### src/rtl/alu_stream_pkg.sv
// alu_stream_pkg
// Shared types for the streaming ALU: operation encoding, control FSM
// states, and the result-width rule (2*DATA_W+1, wide enough for a full
// product plus headroom for the all-ones divide-by-zero marker).
package alu_stream_pkg;

  typedef enum logic [1:0] {
    OP_ADD = 2'd0,
    OP_SUB = 2'd1,
    OP_MUL = 2'd2,
    OP_DIV = 2'd3
  } op_e;

  typedef enum logic {
    ST_IDLE  = 1'b0,
    ST_MULTI = 1'b1
  } state_e;

  function automatic int res_w(input int data_w);
    return 2 * data_w + 1;
  endfunction

endpackage

### src/rtl/alu_result_fifo.sv
// alu_result_fifo
// Show-ahead synchronous FIFO holding {err, result} words.
// Ports: clk, reset (sync active-low), push/push_data, pop, head_data
// (zero while empty), full, empty, count (0..DEPTH).
module alu_result_fifo #(
  parameter int WIDTH = 10,
  parameter int DEPTH = 8
) (
  input  logic                     clk,
  input  logic                     reset,
  input  logic                     push,
  input  logic [WIDTH-1:0]         push_data,
  input  logic                     pop,
  output logic [WIDTH-1:0]         head_data,
  output logic                     full,
  output logic                     empty,
  output logic [$clog2(DEPTH):0]   count
);

  localparam int PW = $clog2(DEPTH);
  localparam int CW = PW + 1;

  logic [WIDTH-1:0] mem_r [DEPTH];
  logic [PW-1:0]    wr_ptr_r;
  logic [PW-1:0]    rd_ptr_r;
  logic [CW-1:0]    count_r;
  logic             do_push_s;
  logic             do_pop_s;

  assign full      = (count_r == CW'(DEPTH));
  assign empty     = (count_r == {CW{1'b0}});
  assign count     = count_r;
  // Push is gated by full as a belt-and-braces guard; pop of an empty FIFO is ignored.
  assign do_push_s = push && !full;
  assign do_pop_s  = pop && !empty;
  // Drive zero while empty so the head never shows stale or pre-reset data.
  assign head_data = empty ? {WIDTH{1'b0}} : mem_r[rd_ptr_r];

  function automatic logic [PW-1:0] ptr_next(input logic [PW-1:0] ptr);
    return (ptr == PW'(DEPTH - 1)) ? {PW{1'b0}} : ptr + PW'(1);
  endfunction

  // Storage array: written on push, no reset needed since head is gated by empty.
  always_ff @(posedge clk) begin
    if (do_push_s) begin
      mem_r[wr_ptr_r] <= push_data;
    end
  end

  // Pointers and occupancy; simultaneous push and pop leaves the count unchanged.
  always_ff @(posedge clk) begin
    if (!reset) begin
      wr_ptr_r <= {PW{1'b0}};
      rd_ptr_r <= {PW{1'b0}};
      count_r  <= {CW{1'b0}};
    end else begin
      if (do_push_s) begin
        wr_ptr_r <= ptr_next(wr_ptr_r);
      end
      if (do_pop_s) begin
        rd_ptr_r <= ptr_next(rd_ptr_r);
      end
      case ({do_push_s, do_pop_s})
        2'b10:   count_r <= count_r + CW'(1);
        2'b01:   count_r <= count_r - CW'(1);
        default: count_r <= count_r;
      endcase
    end
  end

endmodule

### src/rtl/alu_result_fifo_chk.sv
// alu_result_fifo_chk
// Property checker for the output FIFO: the upstream stage must never push
// while the FIFO is full (the issue-side ready rule makes this impossible).
// Ports: clk, reset (sync active-low), push, full.
module alu_result_fifo_chk (
  input logic clk,
  input logic reset,
  input logic push,
  input logic full
);

  a_no_push_when_full: assert property (@(posedge clk) disable iff (!reset) !(push && full));

endmodule

### src/rtl/alu_stream_unit.sv
// alu_stream_unit
// Streaming ALU with valid/ready on both sides. ADD/SUB resolve in one
// cycle into a result stage register; MUL/DIV occupy the unit for
// MC_CYCLES cycles. The stage register drains into a show-ahead FIFO.
// Ports: clk, reset (sync active-low); in_valid/in_ready/in_a/in_b/in_op
// command side; out_valid/out_ready/out_result/out_err result side; busy.
module alu_stream_unit
  import alu_stream_pkg::*;
#(
  parameter int DATA_W    = 4,
  parameter int MC_CYCLES = 3,
  parameter int OUT_DEPTH = 8
) (
  input  logic                      clk,
  input  logic                      reset,
  input  logic                      in_valid,
  output logic                      in_ready,
  input  logic [DATA_W-1:0]         in_a,
  input  logic [DATA_W-1:0]         in_b,
  input  logic [1:0]                in_op,
  output logic                      out_valid,
  input  logic                      out_ready,
  output logic [res_w(DATA_W)-1:0]  out_result,
  output logic                      out_err,
  output logic                      busy
);

  localparam int RES_W = res_w(DATA_W);
  localparam int CNT_W = (MC_CYCLES > 2) ? $clog2(MC_CYCLES) : 1;
  localparam int FCW   = $clog2(OUT_DEPTH) + 1;

  state_e             state_r;
  logic [CNT_W-1:0]   cnt_r;
  logic [DATA_W-1:0]  a_r;
  logic [DATA_W-1:0]  b_r;
  op_e                op_r;
  logic               stage_v_r;
  logic [RES_W-1:0]   stage_res_r;
  logic               stage_err_r;

  logic               accept_s;
  logic [DATA_W-1:0]  op_a_s;
  logic [DATA_W-1:0]  op_b_s;
  op_e                op_s;
  logic [RES_W-1:0]   ea_s;
  logic [RES_W-1:0]   eb_s;
  logic [RES_W-1:0]   res_s;
  logic               err_s;

  logic [RES_W:0]     fifo_head_s;
  logic               fifo_full_s;
  logic               fifo_empty_s;
  logic [FCW-1:0]     fifo_count_s;

  // No pop credit: a slot freed by a same-cycle pop is only usable next cycle.
  assign in_ready  = reset && (state_r == ST_IDLE) && !stage_v_r && (fifo_count_s < FCW'(OUT_DEPTH));
  assign accept_s  = in_valid && in_ready;
  assign busy      = (state_r == ST_MULTI) || stage_v_r;
  assign out_valid = !fifo_empty_s;
  assign out_err   = fifo_head_s[RES_W];
  assign out_result = fifo_head_s[RES_W-1:0];

  // Result datapath: live inputs for single-cycle ops, latched operands while multi-cycle.
  always_comb begin
    op_a_s = {DATA_W{1'b0}};
    op_b_s = {DATA_W{1'b0}};
    op_s   = OP_ADD;
    res_s  = {RES_W{1'b0}};
    err_s  = 1'b0;
    if (state_r == ST_MULTI) begin
      op_a_s = a_r;
      op_b_s = b_r;
      op_s   = op_r;
    end else begin
      op_a_s = in_a;
      op_b_s = in_b;
      op_s   = op_e'(in_op);
    end
    ea_s = {{(RES_W-DATA_W){1'b0}}, op_a_s};
    eb_s = {{(RES_W-DATA_W){1'b0}}, op_b_s};
    case (op_s)
      OP_ADD: res_s = ea_s + eb_s;
      OP_SUB: res_s = ea_s - eb_s;
      OP_MUL: res_s = ea_s * eb_s;
      OP_DIV: begin
        if (op_b_s == {DATA_W{1'b0}}) begin
          res_s = {RES_W{1'b1}};
          err_s = 1'b1;
        end else begin
          res_s = ea_s / eb_s;
          err_s = 1'b0;
        end
      end
      default: begin
        res_s = {RES_W{1'b0}};
        err_s = 1'b0;
      end
    endcase
  end

  // Control FSM, operand latches and result stage; the stage empties into the FIFO each cycle.
  always_ff @(posedge clk) begin
    if (!reset) begin
      state_r     <= ST_IDLE;
      cnt_r       <= {CNT_W{1'b0}};
      a_r         <= {DATA_W{1'b0}};
      b_r         <= {DATA_W{1'b0}};
      op_r        <= OP_ADD;
      stage_v_r   <= 1'b0;
      stage_res_r <= {RES_W{1'b0}};
      stage_err_r <= 1'b0;
    end else begin
      stage_v_r <= 1'b0;
      case (state_r)
        ST_IDLE: begin
          if (accept_s) begin
            a_r  <= in_a;
            b_r  <= in_b;
            op_r <= op_e'(in_op);
            if ((op_e'(in_op) == OP_ADD) || (op_e'(in_op) == OP_SUB)) begin
              stage_v_r   <= 1'b1;
              stage_res_r <= res_s;
              stage_err_r <= err_s;
            end else begin
              state_r <= ST_MULTI;
              cnt_r   <= CNT_W'(1);
            end
          end
        end
        ST_MULTI: begin
          if (cnt_r == CNT_W'(MC_CYCLES - 1)) begin
            stage_v_r   <= 1'b1;
            stage_res_r <= res_s;
            stage_err_r <= err_s;
            cnt_r       <= {CNT_W{1'b0}};
            state_r     <= ST_IDLE;
          end else begin
            cnt_r <= cnt_r + CNT_W'(1);
          end
        end
        default: begin
          state_r <= ST_IDLE;
          cnt_r   <= {CNT_W{1'b0}};
        end
      endcase
    end
  end

  alu_result_fifo #(
    .WIDTH (RES_W + 1),
    .DEPTH (OUT_DEPTH)
  ) u_fifo (
    .clk       (clk),
    .reset     (reset),
    .push      (stage_v_r),
    .push_data ({stage_err_r, stage_res_r}),
    .pop       (out_valid && out_ready),
    .head_data (fifo_head_s),
    .full      (fifo_full_s),
    .empty     (fifo_empty_s),
    .count     (fifo_count_s)
  );

  alu_result_fifo_chk u_fifo_chk (
    .clk   (clk),
    .reset (reset),
    .push  (stage_v_r),
    .full  (fifo_full_s)
  );

endmodule
### config.mk
export PLATFORM = sky130hd
export DESIGN_NAME = alu_stream_unit
export DESIGN_NICKNAME = d
export VERILOG_FILES = /design/src/rtl/alu_stream_pkg.sv /design/src/rtl/alu_result_fifo.sv /design/src/rtl/alu_result_fifo_chk.sv /design/src/rtl/alu_stream_unit.sv
export SDC_FILE = /design/constraint.sdc
export NUM_CORES = 1
export LEC_CHECK = 0
export CORE_UTILIZATION = 30
export DETAILED_ROUTE_END_ITERATION = 10
export SYNTH_ARGS = -nofsm -noshare
export SYNTH_HDL_FRONTEND = slang
export SYNTH_HIERARCHICAL = 1
export SYNTH_SLANG_ARGS = --single-unit
### constraint.sdc
create_clock -name clk -period 15.8 [get_ports clk]
set_clock_uncertainty 0.15 [all_clocks]
set_input_delay 3.16 -clock clk [delete_from_list [all_inputs] [get_ports clk]]
set_output_delay 3.16 -clock clk [all_outputs]
set_load 0.01 [all_outputs]
==> flow_metrics.tcl, run 1 <==
set metrics [dict create \
    status "finished, final reports clean" \
    die_w_um 158 \
    switchingPower_mw 0.424 \
    fmax_ghz 0.0669 \
    worstRegToRegCells 52 \
    die_area_um2 25000 \
    place_ws_ps 347 \
    insertion_delay_ps 410 \
    whs_path_depth 2 \
    path_common_cell "ha_1" \
    ioPinCount 27 \
    yosysMostFrequentCell "edfxtp_1" \
    ys_seq_area_frac 0.431 \
    required_ps 15930 \
    grt_pass1_wl_um 26500 \
    cp-start-kind "input pin" \
    hold_viol_final 0 \
    num_rows 56 \
    grt_usage 0.138 \
    num_vias 5136 \
    synth_common_cells "edfxtp_1 (80), ha_1 (59), nor2_1 (52)" \
    min_from "b_r[1]" \
    max_stage_delay_ps 550 \
    peakVddDrop_v 0.0000898 \
    coreArea_um2 23700 \
    numCtsBuffers 17 \
    rsz0062_at_grt "no" \
    drt-wirelength-per-cell_um 15.9 \
    p_int_mw 0.792 \
    critPathKind "in -> reg" \
    layout.nets 769 \
    rr_endpoint "stage_res_r[0]" \
    ys.flop_type "edfxtp_1" \
    hold_class "reg -> reg" \
    post-route-cell-area_um2 8590 \
    synthArstFlopShare 0 \
    worst_setup_path_end_kind "register" \
    grt_pass1_vias 5091 \
    cpMaxStageDelayCell "or4_4" \
    worstPathMaxFanout 9 \
    yosys.area.top_type_share 0.329 \
    initial_core_util 0.308 \
    layout.cells.non_filler 1022 \
    fin_util 0.363 \
    pwr_density_cell_nw_per_um2 142 \
    die_height_um 158 \
    p_comb_frac 0.414 \
    synth_edf_count 80 \
    synth_area_leaders "edfxtp_1 (33%), dfxtp_1 (10%), ha_1 (10%), mux4_2 (6.2%), mux2i_1 (3.4%)" \
    cts_htree_levels 4 \
    worst_pin_slew_ps 1130 \
    ant_nets 0 \
    slew_headroom 0.244 \
    setup-tns-final_ps 0 \
    p_clk_frac 0.307 \
    holdWs_ps 314 \
    synth_area_um2 7300 \
    path_clk_slew_ps 60 \
    final-setup-viol-count 0 \
    power_frac_seq 0.279 \
    ctsResizeCount 0 \
    first_pass_iters 5 \
    drc 0 \
    root_buffer "clkbuf_16" \
    port_buffers 26 \
    cp_data_arrival_time_ps 15080 \
    r2r_start "state_r" \
    gr-total-overflow 0 \
    synth_area_leader_cell "edfxtp_1" \
    synth_cell_types 78 \
    ys_ff_latch 117 \
    report.power.total_mw 1.22 \
    diodes 0 \
    finalCriticalPeriod_ps 14950 \
    fin_ws_ps 852 \
    syn_to_final_growth_pct 17.6 \
    period_share 0.946 \
    post-dp-hpwl_um 11400 \
    clock_sinks 117 \
    synth_warnings 6 \
    place_inst 990 \
    viasPerCell 5.03 \
    drtIter0Drc 254 \
    hold_end "b_r[1]" \
    crit_start "in_b[0]" \
    grt_max_degree 37 \
    p_leak_nw 3.19 \
    cap_viol_max_count 0 \
    cts_tree "done" \
    swShare 0.349 \
    drive_above_1_share 0.151 \
    dpl_cell_area_um2 8000 \
    r2r_slack_ps 3380 \
    syn_avg_cell_area_um2 11.3 \
    clock_path_buffers 2 \
    hold_buffers 0 \
    cts_setup_buffers 0 \
    gp_congestion 0.841 \
    antenna_found_initial 0 \
    slew_viol_final 0 \
    syn_inst 648 \
    drt_wl_total_um 16300 \
]
[cell type report]
cell class	instances	area, um^2
clock buffer	18	429
inverter	32	120
timing repair buffer	39	358
sequential	117	3140
clock inverter	14	153
tap	319	399
fill	2382	15100
multi-input combinational	483	3980
[registers in the layout, summed over array words and instances, names as in the netlist, named ones only]
| name | flops |
|---|---|
| cnt_r | 2 |
| u_fifo/wr_ptr_r | 3 |
| stage_res_r | 9 |
| stage_err_r | 1 |
| b_r | 4 |
| u_fifo/count | 4 |
| u_fifo/rd_ptr_r | 3 |
| op_r | 2 |
| state_r | 1 |
| u_fifo/mem_r | 80 |
| stage_v_r | 1 |
| a_r | 4 |
[routing by layer]
| metal | track usage | part of all wire | vias to the layer above |
|---|---|---|---|
| met3 | 0.0263 | 0.034 | 31 |
| met2 | 0.236 | 0.48 | 104 |
| met5 | 0 | 0 | - |
| li1 | - | - | 2527 |
| met1 | 0.173 | 0.46 | 2474 |
| met4 | 0.0527 | 0.022 | 0 |
[critical path: cells and delay by family]
family	cells	cell delay (ps)
AND/OR/NAND/NOR	14	3060
buffers and inverters	3	730
adder cells (fa/ha/maj)	8	2540
multiplexers	5	1520
AO/OA/AOI/OAI	22	4080
[worst max path at each step]
stage	to	slack [ps]	cells after the start
floorplan	stage_res_r[0]	2010	51
global placement	stage_res_r[0]	840	52
detailed placement	stage_res_r[0]	350	52
CTS	stage_res_r[0]	700	52
global route	stage_res_r[0]	30	52
finish	stage_res_r[0]	850	52
[placed cells by master, fill, tap and decap left out, types with 20 or more instances in the layout]
master,n
nor3_1,22
o21ai_0,26
dfxtp_1,37
inv_1,30
ha_1,59
edfxtp_1,80
clkdlybuf4s50_1,26
a21oi_1,26
nand2_1,41
mux2i_1,24
nor2_1,52
mux4_2,20
[power by group through the flow]
stage | sequential (mW) | clock (mW) | combinational [mW]
3_3_place_gp | 0.345 | 0 | 0.490
4_1_cts | 0.339 | 0.380 | 0.500
2_1_floorplan | 0.343 | 0 | 0.396
5_1_grt | 0.340 | 0.395 | 0.557
3_5_place_dp | 0.346 | 0 | 0.495
6_report | 0.339 | 0.373 | 0.504
[logic make-up (layout without fill, tap and decap cells)]
kind of cell,Yosys count,in the layout,synth area share
buffers and inverters,52,103,0.0296
adders and majority gates,65,65,0.118
other,1,5,0.000514
and+or+nand+nor,199,199,0.140
muxes,55,55,0.115
AOI/OAI and AO/OA,142,142,0.147
xor gates and xnor gates,17,17,0.0204
DFF,117,117,0.431
Note: power is estimated with default switching activity, not from simulation.
==> inputs of run 2 (changes only) <==
--- a/config.mk
+++ b/config.mk
@@ -7,6 +7,7 @@
 export LEC_CHECK = 0
 export CORE_UTILIZATION = 30
 export DETAILED_ROUTE_END_ITERATION = 10
+export PLACE_DENSITY_LB_ADDON = 0.3
 export SYNTH_ARGS = -nofsm -noshare
 export SYNTH_HDL_FRONTEND = slang
 export SYNTH_HIERARCHICAL = 1
==> run 2 against run 1 <==
  * First-iteration DRC count shrank 28%
  * Non-clock buffer count rose by 2
  * Critical path type unchanged
  * Via count is 0.66% lower
  * Largest power group unchanged
  * Die area did not move
  * Clock-buffer cell count fell by 1
  * Total power increased by 0.95%
  * Sequential power about the same
  * Sequential share of layout area decreased by 0.18 points
  * Flip-flop and latch count stayed put
  * Routed wire length shrank 0.96%
  * Maximum frequency increased by 1.3%
  * Setup slack better by 190 ps
  * Largest cell class unchanged
==> flow_metrics.tcl, run 2 (synthesis results as in run 1) <==
set metrics [dict create \
    drc 0 \
    setup-tns-final_ps 0 \
    final-setup-viol-count 0 \
    syn_to_final_growth_pct 18.2 \
    layout.nets 771 \
    cts_setup_buffers 0 \
    port_buffers 26 \
    viasPerCell 4.98 \
    fmax_ghz 0.0678 \
    cpMaxStageDelayCell "or4_4" \
    ant_nets 0 \
    gp_congestion 0.823 \
    largest_reg_flops 80 \
    p_comb_frac 0.401 \
    route.met3.wl_um 449 \
    swShare 0.341 \
    path_common_cell "ha_1" \
    numCtsBuffers 17 \
    gr-total-overflow 0 \
    p_clk_frac 0.322 \
    critPathKind "in -> reg" \
    grt_max_degree 37 \
    worstPathMaxFanout 9 \
    m1WireLength_um 7580 \
    antenna_found_initial 0 \
    die_w_um 158 \
    peakVddDrop_v 0.0000886 \
    clock_path_buffers 2 \
    drive_above_1_share 0.155 \
    path_clk_slew_ps 50 \
    hold_viol_final 0 \
    layout_commonest_cell "edfxtp_1" \
    max_stage_delay_ps 550 \
    max_flop_register "u_fifo/mem_r" \
    slew_viol_final 0 \
    cts_tree "done" \
    num_vias 5102 \
    p_leak_nw 3.21 \
    post-dp-hpwl_um 11500 \
    drt-wirelength-per-cell_um 15.8 \
    drt_wl_total_um 16100 \
    cap_viol_max_count 0 \
    die_area_um2 25000 \
    top_layer_used "met4" \
    worst_pin_slew_ps 1110 \
    grt_pass1_vias 5081 \
    initial_core_util 0.308 \
    root_buffer "clkbuf_16" \
    worstRegToRegCells 52 \
    first_pass_iters 4 \
    status "finished, final reports clean" \
    worst_setup_path_end_kind "register" \
    clock_sinks 117 \
    cp-start-kind "input pin" \
    place_inst 992 \
    layout.cells.non_filler 1024 \
    power_frac_seq 0.276 \
    switchingPower_mw 0.418 \
    mostFrequentLayoutCells "edfxtp_1 (80), ha_1 (59), nor2_1 (51)" \
    coreArea_um2 23700 \
    diodes 0 \
    insertion_delay_ps 410 \
    finalCriticalPeriod_ps 14760 \
    period_share 0.934 \
    cts_htree_levels 4 \
    grt_pass1_wl_um 26300 \
    die_height_um 158 \
    pwr_density_cell_nw_per_um2 142 \
    r2r_slack_ps 3590 \
    p_int_mw 0.809 \
    top_regs "u_fifo/mem_r (80), stage_res_r (9)" \
    hold_class "reg -> reg" \
    met2WireLength_um 7950 \
    num_rows 56 \
    required_ps 15930 \
    slew_headroom 0.255 \
    grt_usage 0.136 \
    drtIter0Drc 184 \
    cp_data_arrival_time_ps 14890 \
    ioPinCount 27 \
    whs_path_depth 2 \
]
==> run 2: layout make-up <==
| type | instances | area (um^2) |
|---|---|---|
| Timing Repair Buffer | 41 | 373 |
| Clock inverter | 15 | 194 |
| Multi-Input combinational cell | 483 | 3970 |
| Inverter | 32 | 120 |
| Tap cell | 319 | 399 |
| Sequential cell | 117 | 3140 |
| Clock buffer | 17 | 425 |
| Fill cell | 2361 | 15100 |
==> run 2: per-layer routing <==
metal  vias up  track usage
met3        16       0.0208
met2        82        0.241
met5         -            0
met4         0       0.0421
met1      2471        0.171
li1       2533            -
==> run 2: path summary, 6_finish.rpt <==
| kind | from | to |
|---|---|---|
| worst min register to register | b_r[0] | b_r[0] |
| worst max register to register | state_r | stage_res_r[0] |
| worst max-delay path | in_b[0] | stage_res_r[0] |
| worst min-delay path | b_r[0] | b_r[0] |
==> run 2: worst max-delay path, delay by kind of cell <==
| family | cells | cell delay [ps] |
|---|---|---|
| compound gates | 23 | 4150 |
| fa+ha+maj | 8 | 2530 |
| mux | 5 | 1540 |
| buf+inv | 3 | 730 |
| simple gates | 13 | 2770 |
==> run 2: timing repair <==
action / in CTS / in global routing
hold buffers: 0 / 0
gates resized for setup: 0 / 3
setup endpoints to repair: 0 / 1
==> run 2: power by group through the flow <==
stage	clock, mW	combinational, mW	sequential, mW
after floorplan	0	0.396	0.343
after global placement	0	0.489	0.346
after detailed placement	0	0.489	0.346
after CTS	0.403	0.494	0.339
after global routing	0.417	0.557	0.340
final	0.396	0.493	0.339
==> run 2: stage by stage <==
step | setup slack (ps) | power [mW] | utilization | hold WS [ps] | cell area [um^2]
6_report | 1040 | 1.23 | 0.364 | 315 | 8630
5_1_grt | -0.462 | 1.31 | 0.364 | 350 | 8630
4_1_cts | 667 | 1.24 | 0.364 | 319 | 8620
3_5_place_dp | 273 | 0.835 | 0.338 | 312 | 8000
3_3_place_gp | 728 | 0.835 | 0.338 | 301 | 8000
2_1_floorplan | 2010 | 0.740 | - | 290 | 7320
==> inputs of run 3 (changes only) <==
--- a/config.mk
+++ b/config.mk
@@ -8,6 +8,7 @@
 export CORE_UTILIZATION = 30
 export DETAILED_ROUTE_END_ITERATION = 10
 export PLACE_DENSITY_LB_ADDON = 0.3
+export SLEW_MARGIN = 20
 export SYNTH_ARGS = -nofsm -noshare
 export SYNTH_HDL_FRONTEND = slang
 export SYNTH_HIERARCHICAL = 1
==> run 3 against run 2 <==
  * Core utilization about the same
  * Critical path depth unchanged
  * Worst hold slack is essentially flat
  * Sequential share of layout area about the same
  * Register-to-register slack about the same
  * Global-route usage unchanged
  * Highest routed layer unchanged
==> flow_metrics.tcl, run 3 (synthesis results as in run 1) <==
set metrics [dict create \
    worst_pin_slew_ps 1120 \
    die_w_um 158 \
    ioPinCount 27 \
    route.met3.wl_um 439 \
    top_layer_used "met4" \
    syn_to_final_growth_pct 18.3 \
    pwr_density_cell_nw_per_um2 142 \
    gr-total-overflow 0 \
    insertion_delay_ps 410 \
    die_area_um2 25000 \
    root_buffer "clkbuf_16" \
    cap_viol_max_count 0 \
    diodes 0 \
    hold_viol_final 0 \
    cp.depth 52 \
    post-dp-hpwl_um 11500 \
    slew_viol_final 0 \
    antenna_found_initial 0 \
    grt_pass1_wl_um 26300 \
    r2r_start "state_r" \
    port_buffers 26 \
    cp-start-kind "input pin" \
    fillers 2360 \
    ant_nets 0 \
    coreArea_um2 23700 \
    worstRegToRegCells 52 \
    fin_util 0.365 \
    grt_max_degree 37 \
    gp_congestion 0.823 \
    rr_endpoint "stage_res_r[0]" \
    status "finished, final reports clean" \
    first_pass_iters 4 \
    fmax_ghz 0.0678 \
    max_flop_register "u_fifo/mem_r" \
    cts_setup_buffers 0 \
    m1WireLength_um 7590 \
    worst_setup_path_end_kind "register" \
    numCtsBuffers 17 \
    top_regs "u_fifo/mem_r (80), stage_res_r (9)" \
    hold_class "reg -> reg" \
    worstPathMaxFanout 9 \
    path_common_cell "ha_1" \
    drt-wirelength-per-cell_um 15.8 \
    layout.nets 771 \
    largest_reg_flops 80 \
    drive_above_1_share 0.157 \
    slew_headroom 0.253 \
    cp_num_buf_inv 3 \
    r2r_slack_ps 3590 \
    critical_path.top_delay_family "compound AO/OA/AOI/OAI gates" \
    drc 0 \
    grt_pass1_vias 5081 \
    drt_wl_total_um 16100 \
    p_leak_nw 3.21 \
    die_height_um 158 \
    finalCriticalPeriod_ps 14750 \
    cts_tree "done" \
    mostFrequentLayoutCells "edfxtp_1 (80), ha_1 (59), nor2_1 (49)" \
    drtIter0Drc 201 \
    period_share 0.934 \
    met2WireLength_um 7960 \
    setup-tns-final_ps 0 \
    cp_data_arrival_time_ps 14890 \
    max_stage_delay_ps 550 \
    cts_htree_levels 4 \
    critPathKind "in -> reg" \
    viasPerCell 4.96 \
    initial_core_util 0.308 \
    clock_path_buffers 2 \
    num_rows 56 \
    peakVddDrop_v 0.0000886 \
    path_clk_slew_ps 50 \
    grt_usage 0.136 \
    post-route-cell-area_um2 8630 \
    required_ps 15940 \
    clock_sinks 117 \
    num_vias 5075 \
    setup.worst_path.end "stage_res_r[0]" \
    cpMaxStageDelayCell "or4_4" \
    layout_commonest_cell "edfxtp_1" \
    final-setup-viol-count 0 \
    crit_start "in_b[0]" \
    dpl_cell_area_um2 8000 \
]
run 3: changes by cell type in the layout (fill, tap and decap cells not counted):
cell    before  now
nor2_1      51   49
nor2_2       2    4
run 3: timing repair:
item                                    CTS  global route
hold buffers                              0             0
endpoints found under the setup margin    0             1
resized for setup                         0             3
run 3: stage by stage:
| step | total power [mW] | instances | setup WS, ps | hold WS, ps |
|---|---|---|---|---|
| after floorplan | 0.740 | 652 | 2010 | 290 |
| after global placement | 0.835 | 992 | 728 | 301 |
| after detailed placement | 0.835 | 992 | 273 | 312 |
| after CTS | 1.24 | 1024 | 667 | 319 |
| after global routing | 1.31 | 1024 | -0.462 | 350 |
| final | 1.23 | 1024 | 1050 | 315 |
run 3: area by class of cell:
class                      instances  area (um^2)  share of cell area
clock buffer                      17          425              0.0493
clock inverter                    15          194              0.0225
inverter                          32          120              0.0139
multi-input combinational        483         3980               0.461
sequential                       117         3140               0.364
tap                              319          399              0.0462
timing repair buffer              41          373              0.0432
run 3: worst min path at each step:
| stage | start | to | slack, ps | cells past startpoint |
|---|---|---|---|---|
| final | b_r[0] | b_r[0] | 320 | 2 |
| after global routing | b_r[0] | b_r[0] | 350 | 2 |
| after CTS | b_r[0] | b_r[0] | 320 | 2 |
| after detailed placement | b_r[0] | b_r[0] | 310 | 2 |
| after global placement | b_r[0] | b_r[0] | 300 | 2 |
| after floorplan | b_r[0] | b_r[0] | 290 | 2 |
run 3: per-layer routing:
layer	vias up	global-route usage
met5	-	0
met4	0	0.0421
met3	16	0.0208
met2	75	0.241
met1	2452	0.171
li1	2532	-
run 3: tightest hold or removal path, delay by kind of cell (launching register included):
kind / cells / cell delay [ps]
compound gates: 1 / 70
flops: 1 / 300
simple gates: 1 / 40
run 3: report_power, final:
part           switching [mW]  leakage, nW  internal [mW]  total (mW)
Clock                   0.144        0.293          0.252       0.396
Sequential            0.00643         1.02          0.333       0.339
Combinational           0.268         1.90          0.225       0.493
Total                   0.418         3.21          0.809        1.23
